$ cat src/rtl/wb_arbiter.sv
// wb_arbiter: merges ALU and load-unit results into one register-file write port.
// Latency: a word accepted into an empty queue at edge k is on Write/Wn/Wd after edge k+1.
// Backpressure: valid/ready per source, one accept per cycle, ALU first with a MEM
//   anti-starvation streak; both readies drop while the queue holds DEPTH entries.
// Ports: Clock/Resetn (async active-low); Alu*/Mem* source handshakes with dst/data;
//   Write/Wn/Wd registered write port; Rn1/Rn2 -> Hit1/Hit2, Fwd1/Fwd2 bypass lookup.
// Build option: define WB_BYPASS_EN to compile in the bypass lookup (else Hit/Fwd tie to 0).
module wb_arbiter #(
  parameter int DEPTH = 4
) (
  input  logic        Clock,
  input  logic        Resetn,
  input  logic        AluValid,
  output logic        AluReady,
  input  logic [4:0]  AluDst,
  input  logic [31:0] AluData,
  input  logic        MemValid,
  output logic        MemReady,
  input  logic [4:0]  MemDst,
  input  logic [31:0] MemData,
  output logic        Write,
  output logic [4:0]  Wn,
  output logic [31:0] Wd,
  input  logic [4:0]  Rn1,
  input  logic [4:0]  Rn2,
  output logic        Hit1,
  output logic        Hit2,
  output logic [31:0] Fwd1,
  output logic [31:0] Fwd2
);

  localparam int PW = $clog2(DEPTH);
  localparam int CW = PW + 1;

  logic [1:0]    streak_q, streak_d;
  logic [CW-1:0] count_q, count_d;
  logic [PW-1:0] wr_ptr_q, wr_ptr_d;
  logic [PW-1:0] rd_ptr_q, rd_ptr_d;
  logic [4:0]    fifo_dst_q [DEPTH];
  logic [4:0]    fifo_dst_d [DEPTH];
  logic [31:0]   fifo_dat_q [DEPTH];
  logic [31:0]   fifo_dat_d [DEPTH];
  logic          write_q, write_d;
  logic [4:0]    wn_q, wn_d;
  logic [31:0]   wd_q, wd_d;

  logic          full, mem_prio, alu_xfer, mem_xfer, push, pop;
  logic [4:0]    in_dst;
  logic [31:0]   in_dat;

  // Handshake and arbitration. Readies never look at the pop of the current
  // cycle, so a full queue stalls both sources for that cycle.
  always_comb begin
    full     = (count_q == CW'(DEPTH));
    mem_prio = (streak_q == 2'd3);
    AluReady = !full && (!mem_prio || !MemValid);
    MemReady = !full && (!AluValid || mem_prio);
    alu_xfer = AluValid && AluReady;
    mem_xfer = MemValid && MemReady;
    in_dst   = mem_xfer ? MemDst  : AluDst;
    in_dat   = mem_xfer ? MemData : AluData;
    // Dst 0 completes the handshake but is dropped, so Wn=0 is never written.
    push     = (alu_xfer || mem_xfer) && (in_dst != 5'd0);
    pop      = (count_q != '0);
  end

  // Next-state for streak, queue and the registered write beat.
  always_comb begin
    streak_d   = streak_q;
    count_d    = count_q;
    wr_ptr_d   = wr_ptr_q;
    rd_ptr_d   = rd_ptr_q;
    fifo_dst_d = fifo_dst_q;
    fifo_dat_d = fifo_dat_q;
    write_d    = pop;
    wn_d       = wn_q;
    wd_d       = wd_q;

    if (mem_xfer || !MemValid) begin
      streak_d = 2'd0;
    end else if (alu_xfer && streak_q != 2'd3) begin
      streak_d = streak_q + 2'd1;
    end

    if (push) begin
      fifo_dst_d[wr_ptr_q] = in_dst;
      fifo_dat_d[wr_ptr_q] = in_dat;
      wr_ptr_d             = wr_ptr_q + PW'(1);
    end
    if (pop) begin
      wn_d     = fifo_dst_q[rd_ptr_q];
      wd_d     = fifo_dat_q[rd_ptr_q];
      rd_ptr_d = rd_ptr_q + PW'(1);
    end
    if (push && !pop) begin
      count_d = count_q + CW'(1);
    end else if (pop && !push) begin
      count_d = count_q - CW'(1);
    end
  end

  always_ff @(posedge Clock or negedge Resetn) begin
    if (!Resetn) begin
      streak_q <= 2'd0;
      count_q  <= '0;
      wr_ptr_q <= '0;
      rd_ptr_q <= '0;
      write_q  <= 1'b0;
      wn_q     <= 5'd0;
      wd_q     <= 32'd0;
      for (int i = 0; i < DEPTH; i++) begin
        fifo_dst_q[i] <= 5'd0;
        fifo_dat_q[i] <= 32'd0;
      end
    end else begin
      streak_q   <= streak_d;
      count_q    <= count_d;
      wr_ptr_q   <= wr_ptr_d;
      rd_ptr_q   <= rd_ptr_d;
      write_q    <= write_d;
      wn_q       <= wn_d;
      wd_q       <= wd_d;
      fifo_dst_q <= fifo_dst_d;
      fifo_dat_q <= fifo_dat_d;
    end
  end

  assign Write = write_q;
  assign Wn    = wn_q;
  assign Wd    = wd_q;

`ifdef WB_BYPASS_EN
  logic [4:0]  rn  [2];
  logic [1:0]  hit;
  logic [31:0] fwd [2];

  assign rn[0] = Rn1;
  assign rn[1] = Rn2;

  // Scan oldest to newest (write beat first, then queue from rd_ptr) so the
  // last match, i.e. the newest producer, wins.
  always_comb begin
    logic [PW-1:0] idx;
    idx = '0;
    for (int p = 0; p < 2; p++) begin
      hit[p] = 1'b0;
      fwd[p] = 32'd0;
      if (rn[p] != 5'd0) begin
        if (write_q && wn_q == rn[p]) begin
          hit[p] = 1'b1;
          fwd[p] = wd_q;
        end
        for (int i = 0; i < DEPTH; i++) begin
          idx = rd_ptr_q + PW'(i);
          if (CW'(i) < count_q && fifo_dst_q[idx] == rn[p]) begin
            hit[p] = 1'b1;
            fwd[p] = fifo_dat_q[idx];
          end
        end
      end
    end
  end

  assign Hit1 = hit[0];
  assign Hit2 = hit[1];
  assign Fwd1 = fwd[0];
  assign Fwd2 = fwd[1];
`else
  logic unused_rn;
  assign unused_rn = ^{Rn1, Rn2};
  assign Hit1 = 1'b0;
  assign Hit2 = 1'b0;
  assign Fwd1 = 32'd0;
  assign Fwd2 = 32'd0;
`endif

endmodule

$ cat config.mk
export PLATFORM = sky130hd
export DESIGN_NAME = wb_arbiter
export DESIGN_NICKNAME = d
export VERILOG_FILES = /design/src/rtl/wb_arbiter.sv
export SDC_FILE = /design/constraint.sdc
export NUM_CORES = 1
export LEC_CHECK = 0
export CORE_MARGIN = 2
export CORE_UTILIZATION = 52
export CTS_CLUSTER_DIAMETER = 200
export CTS_CLUSTER_SIZE = 10
export DETAILED_ROUTE_END_ITERATION = 16
export PLACE_DENSITY_LB_ADDON = 0.25
export SYNTH_ARGS = -nofsm -noshare
export SYNTH_HDL_FRONTEND = slang
export SYNTH_SLANG_ARGS = --single-unit
$ cat constraint.sdc
create_clock -name Clock -period 3.2 [get_ports Clock]
set_input_delay 0.32 -clock Clock [delete_from_list [all_inputs] [get_ports Clock]]
set_output_delay 0.32 -clock Clock [all_outputs]
set_load 0.1 [all_outputs]
# --- After elaboration in Yosys (flattened, before gate mapping) ---
# Index checks and enable logic that the tools add are counted.
word_totals:
  regBits: 195
  out_inout_bits: 106
classes:
  addsub: 5
  n_lt_le_gt_ge: 3
  eq_ne: 3
  n_mux: 18
  bitwise_logic: 2
  n_reduce_logical: 23
op_table:
  columns: ["operator", "n"]
  rows:
  - ["128-bit bitwise mux", 1]
  - ["32-bit 2-to-1 mux", 4]
  - ["32-bit binary-select mux with 2-bit select", 1]
  - ["32-bit demux with 2-bit select", 1]
  - ["20-bit bitwise mux", 1]
  - ["5-bit 2-to-1 mux", 4]
  - ["5-bit binary-select mux with 2-bit select", 1]
  - ["5-bit demux with 2-bit select", 1]
  - ["1-bit logical AND", 9]
  - ["2-bit by 1-bit adder with 2-bit output, second input constant", 3]
  - ["3-bit >= comparator, second input constant", 2]
  - ["1-bit logical NOT", 6]
  - ["3-bit 2-to-1 mux", 2]
  - ["2-bit NOT with 3-bit output", 2]
  - ["5-bit nonzero test", 1]
  - ["1-bit logical OR", 4]
  - ["2-bit 2-to-1 mux", 2]
  - ["2-bit nonzero test", 2]
  - ["3-bit by 1-bit adder with 3-bit output, second input constant", 1]
  - ["3-bit == test, second input constant", 1]
  - ["3-bit by 1-bit < comparator with 1-bit output, second input constant", 1]
  - ["3-bit nonzero test", 1]
  - ["3-bit by 1-bit subtractor with 3-bit output, second input constant", 1]
  - ["2-bit == test, second input constant", 1]
  - ["2-bit inequality test, second input constant", 1]

# --- Logic depth before layout (Yosys ltp) ---
logic_depth:
  depth_word: 11
  ltp_mapped: 10

# --- Worst setup path before layout ---
# OpenSTA, ideal clock, no wires.
synth_path:
  path_type: "reg2reg"
  start: "reg count_q[0]"
  end: "reg count_q[2]"
  setup_time_ps: 79
  arrival_time_ps: 2526
  path_slack_ps: 595
  stages_incl_launch_ff: 10
  path_cell_list: "dfrtp_1 -> buf_6 -> or3b_1 -> buf_6 -> a311oi_4 -> a211oi_1 -> ha_1 -> or3_1 -> a21oi_1 -> xor2_1"
synth_between:
  elab_chain_cells: 10
  elab_cells_between_ends: 20
  cone_classes: "add/sub (2); eq/ne (1); mux (3); reduce/logical (14)"
synth_lines:
  columns: ["item", "line_no", "text"]
  rows:
  - ["from (decl)", "36", "logic [CW-1:0] count_q, count_d;"]
  - ["from (signal assigned)", "117", "count_q <= count_d;"]
  - ["3-bit == test (*)", "54", "full = (count_q == CW'(DEPTH));"]
  - ["1-bit logical NOT (*)", "56, 57", null]
  - ["1-bit logical AND", "57", "MemReady = !full && (!AluValid || mem_prio);"]
  - ["1-bit logical AND", "59", "mem_xfer = MemValid && MemReady;"]
  - ["5-bit 2-to-1 mux", "60", "in_dst = mem_xfer ? MemDst : AluDst;"]
  - ["5-bit nonzero test", "63", "push = (alu_xfer || mem_xfer) && (in_dst != 5'd0);"]
  - ["1-bit logical AND (*)", "63", null]
  - ["named net push", "47", "logic full, mem_prio, alu_xfer, mem_xfer, push, pop;"]
  - ["1-bit logical NOT", "97", "end else if (pop && !push) begin"]
  - ["1-bit logical AND", "97", null]
  - ["2-bit nonzero test (no source line)", null, null]
# Mark *: on every way through the listed nets, which the timed path passes. The rest lies on a longest branch. The select of a mux whose other input is x is not followed.
# A chain may end at the register's enable or synchronous reset.

# --- Worst setup path in the final report ---
layout_path:
  start: "reg streak_q[0]"
  end: "reg fifo_dat_q[97] (netlist bit)"
layout_between:
  elab_chain_cells: 7
  elab_cells_between_ends: 14
  cone_classes: "eq/ne (1); mux (3); reduce/logical (10)"
layout_lines:
  columns: ["item", "line_no", "text"]
  rows:
  - ["from (decl)", "35", "logic [1:0] streak_q, streak_d;"]
  - ["from (signal assigned)", "116", "streak_q <= streak_d;"]
  - ["2-bit == test (*)", "55", "mem_prio = (streak_q == 2'd3);"]
  - ["1-bit logical OR / 1-bit logical NOT (equally long branches)", "57, 56", null]
  - ["1-bit logical AND / 1-bit logical OR (equally long branches)", "57, 56", null]
  - ["1-bit logical AND (on tied branches)", "59, 56", null]
  - ["5-bit 2-to-1 mux / 1-bit logical AND (equally long branches)", "60, 58", null]
  - ["5-bit nonzero test / 1-bit logical OR (equally long branches)", "63", null]
  - ["1-bit logical AND", "63", null]
  - ["to (signal assigned)", "124", "fifo_dat_q <= fifo_dat_d;"]
  - ["to (decl)", "41", "logic [31:0] fifo_dat_q [DEPTH];"]
# Mark *: on every way between the ends. The rest lies on a longest branch, timed or not.

==> results.ini <==
[placement]
gp_congestion = 0.701
dpl.cell_count = 1018
placement.io_buffers = 117
place_area_um2 = 11000
dpl.hpwl_um = 12900

[detailed_routing]
drtPass1Iterations = 4
postRouteAntennaNets = 0
vias = 5602
drc = 0
drt_iter0_drc = 260
wl_um = 20000
wl_per_cell_um = 19.0
viasPerCell = 5.33

[floorplan]
dieHeight_um = 142
die-area_um2 = 20100
core-area_um2 = 18600
die_x_um = 142
io_pins = 194
initial_core_util_pct = 52.9
rows = 50

[setup_path]
arrival_ns = 3.34
path_class = reg2reg
worstPathMaxFanout = 27
worst_setup_path_end_kind = register
rr_worst_depth = 6
critPathLaunchType = register
worstReg2RegEnd = fifo_dat_q[97]
worstReg2RegStart = streak_q[0]
worstPathRequired_ns = 3.51
reg2reg_slack_ns = 0.16

[timing]
skew_ns = 0.00923
rsz0062_at_grt = no
final.setup.tns_ns = 0
fmax_mhz = 329
worst_hold_slack_ns = 0.468
hold_viol_final = 0
slew_headroom_pct = 16.5
fin_crit_sh_pct = 94.9
final-setup-viol-count = 0
layout_min_cycle_time_ns = 3.04
drv_slew = 0
max_slew.worst_pin.slew_ns = 1.25

[pwr]
vdd_drop_max_uv = 718
total_power_mw = 14.4
seqPwrFrac_pct = 33.1
p_leak_nw = 5.22
switching_share_pct = 41.7
combPwrFrac_pct = 52.0
p_sw_mw = 6.01
p_per_area_nw_per_um2 = 1240
power.internal_mw = 8.42
power.share.clock_pct = 15.0

[synthesis]
async_reset_ff_share_pct = 100
synth.area.top_cells = dfrtp_1, mux2_4, mux4_2
syn_inst = 681
syn_avg_cell_area_um2 = 14.5
synth_ff_type = dfrtp_1
synth_top_area_share_pct = 49.5
yosysMostFrequentCell = dfrtp_1
yosysWarnings = 0
ys_top_cells_by_count = dfrtp_1, mux2_4, nand2_1
synth-seq-cells = 195
yosysTopAreaCell = dfrtp_1
ys_seq_area_share_pct = 49.5
yosysUniqueCellTypes = 31
synthesis.area_um2 = 9860
synth_edf_count = 0

[cells_and_area]
final_area_um2 = 11600
area_growth_pct = 18.1
fin_cells = 1051
drive_above_1_share_pct = 35.7
fin_nets = 898
antenna_cells = 0

[global_route]
use_met3_pct = 3.41
grt_max_degree = 74
grt_pass1_wl_um = 32600
grt_most_used_layer = met2
grt_util_met2_pct = 36.2
grt_antenna_before_repair = 0
grt_pass1_vias = 5989
track_usage_pct = 21.0
globalRouteOverflowTotal = 0
use_met1_pct = 27.9

[hold_path]
holdPathStages = 2
hold_end = Wd[13]
min_from = Wd[13]
hold_class = reg2reg

[clock_tree]
clk_latency_ns = 0.43
cts_buffer_depth = 2
numCtsBuffers = 17
cts_sinks = 195
path_clk_slew_ns = 0.07
htree_levels = 4
cts_setup_buffers = 0
cts_tree = yes
cts-root-buf = clkbuf_16

[run]
drv_cap = 0

[outcome]
status = completed

flip-flops by register name, indices dropped and copies added, names as in the netlist:
name        count
fifo_dst_q     20
fifo_dat_q    128
wr_ptr_q        2
count_q         3
Write           1
Wn              5
Wd             32
rd_ptr_q        2
streak_q        2
cells in the final DEF (no fill, tap or decap), types with 2 or more instances in the layout:
master / netlist / layout
a2111oi_4: 4 / 4
a21oi_1: 3 / 3
buf_12: 0 / 2
buf_4: 66 / 23
bufinv_16: 0 / 2
clkbuf_16: 0 / 17
clkbuf_8: 0 / 3
clkdlybuf4s50_1: 0 / 113
clkinv_4: 0 / 3
clkinvlp_4: 0 / 5
conb_1: 1 / 66
dfrtp_1: 195 / 193
ha_1: 6 / 6
inv_1: 7 / 6
inv_6: 0 / 3
mux2_2: 66 / 66
mux2_4: 120 / 120
mux4_2: 37 / 37
nand2_1: 113 / 113
nor2_1: 3 / 3
nor2b_1: 2 / 2
or4_1: 2 / 2
xnor2_1: 4 / 4
xor2_1: 3 / 3
power by group through the flow:
stage	Combinational, mW	Clock [mW]	Sequential (mW)
after floorplan	4.70	0	6.06
after global placement	7.36	0	4.68
after detailed placement	7.54	0	4.80
after CTS	7.56	2.20	4.79
after global routing	7.92	2.31	4.95
final	7.50	2.16	4.77
per-stage QoR:
step           utilization (%)  setup WS, ns
2_1_floorplan                -         0.595
3_3_place_gp              59.2         0.154
3_5_place_dp              59.2        0.0496
4_1_cts                   62.5         0.191
5_1_grt                   62.5        0.0728
6_report                  62.5         0.164
what timing repair did:
item                                   CTS  global route
hold buffers                             1             0
gates resized for setup                  0             0
endpoints found under the hold margin   70             0
kinds of logic after synthesis:
logic type / share of synthesized area, %
adders and majority gates: 0.761
DFF: 49.5
and+or+nand+nor: 5.30
xor gates and xnor gates: 0.622
muxes: 34.3
buffers and inverters: 7.76
other: 0.0380
AOI/OAI and AO/OA: 1.79
worst max-delay path: stages (launching register included):
cell,delay [ns]
dfrtp_1,0.42
ha_1,0.25
nand2b_1,0.19
and3_4,0.21
a2111oi_4,1.10
buf_12,0.35
mux2_2,0.38
metal layers:
| layer | part of all wire (%) | vias up |
|---|---|---|
| met3 | 3.5 | 18 |
| met2 | 52 | 167 |
| met4 | 1.1 | 0 |
| met5 | 0 | - |
| met1 | 44 | 2935 |
| li1 | - | 2482 |
area by class of cell:
cell class / count / area [um^2]
repair buffers: 140 / 1370
flip-flops and latches: 195 / 4880
well taps: 234 / 293
fillers: 1384 / 7000
clock buffers: 19 / 453
inverters: 7 / 26.3
clock inverters: 13 / 150
multi-input cells: 443 / 4470
how the worst max path moves through the flow:
stage	start	to	slack (ns)	cells after the start
global placement	AluValid	fifo_dat_q[96]	0.15	7
finish	streak_q[0]	fifo_dat_q[97]	0.16	6
floorplan	count_q[0]	count_q[2]	0.60	9
CTS	streak_q[0]	fifo_dat_q[97]	0.19	6
detailed placement	AluValid	fifo_dat_q[97]	0.05	7
global route	streak_q[0]	fifo_dat_q[97]	0.07	6
(Power assumes the default switching activity.)
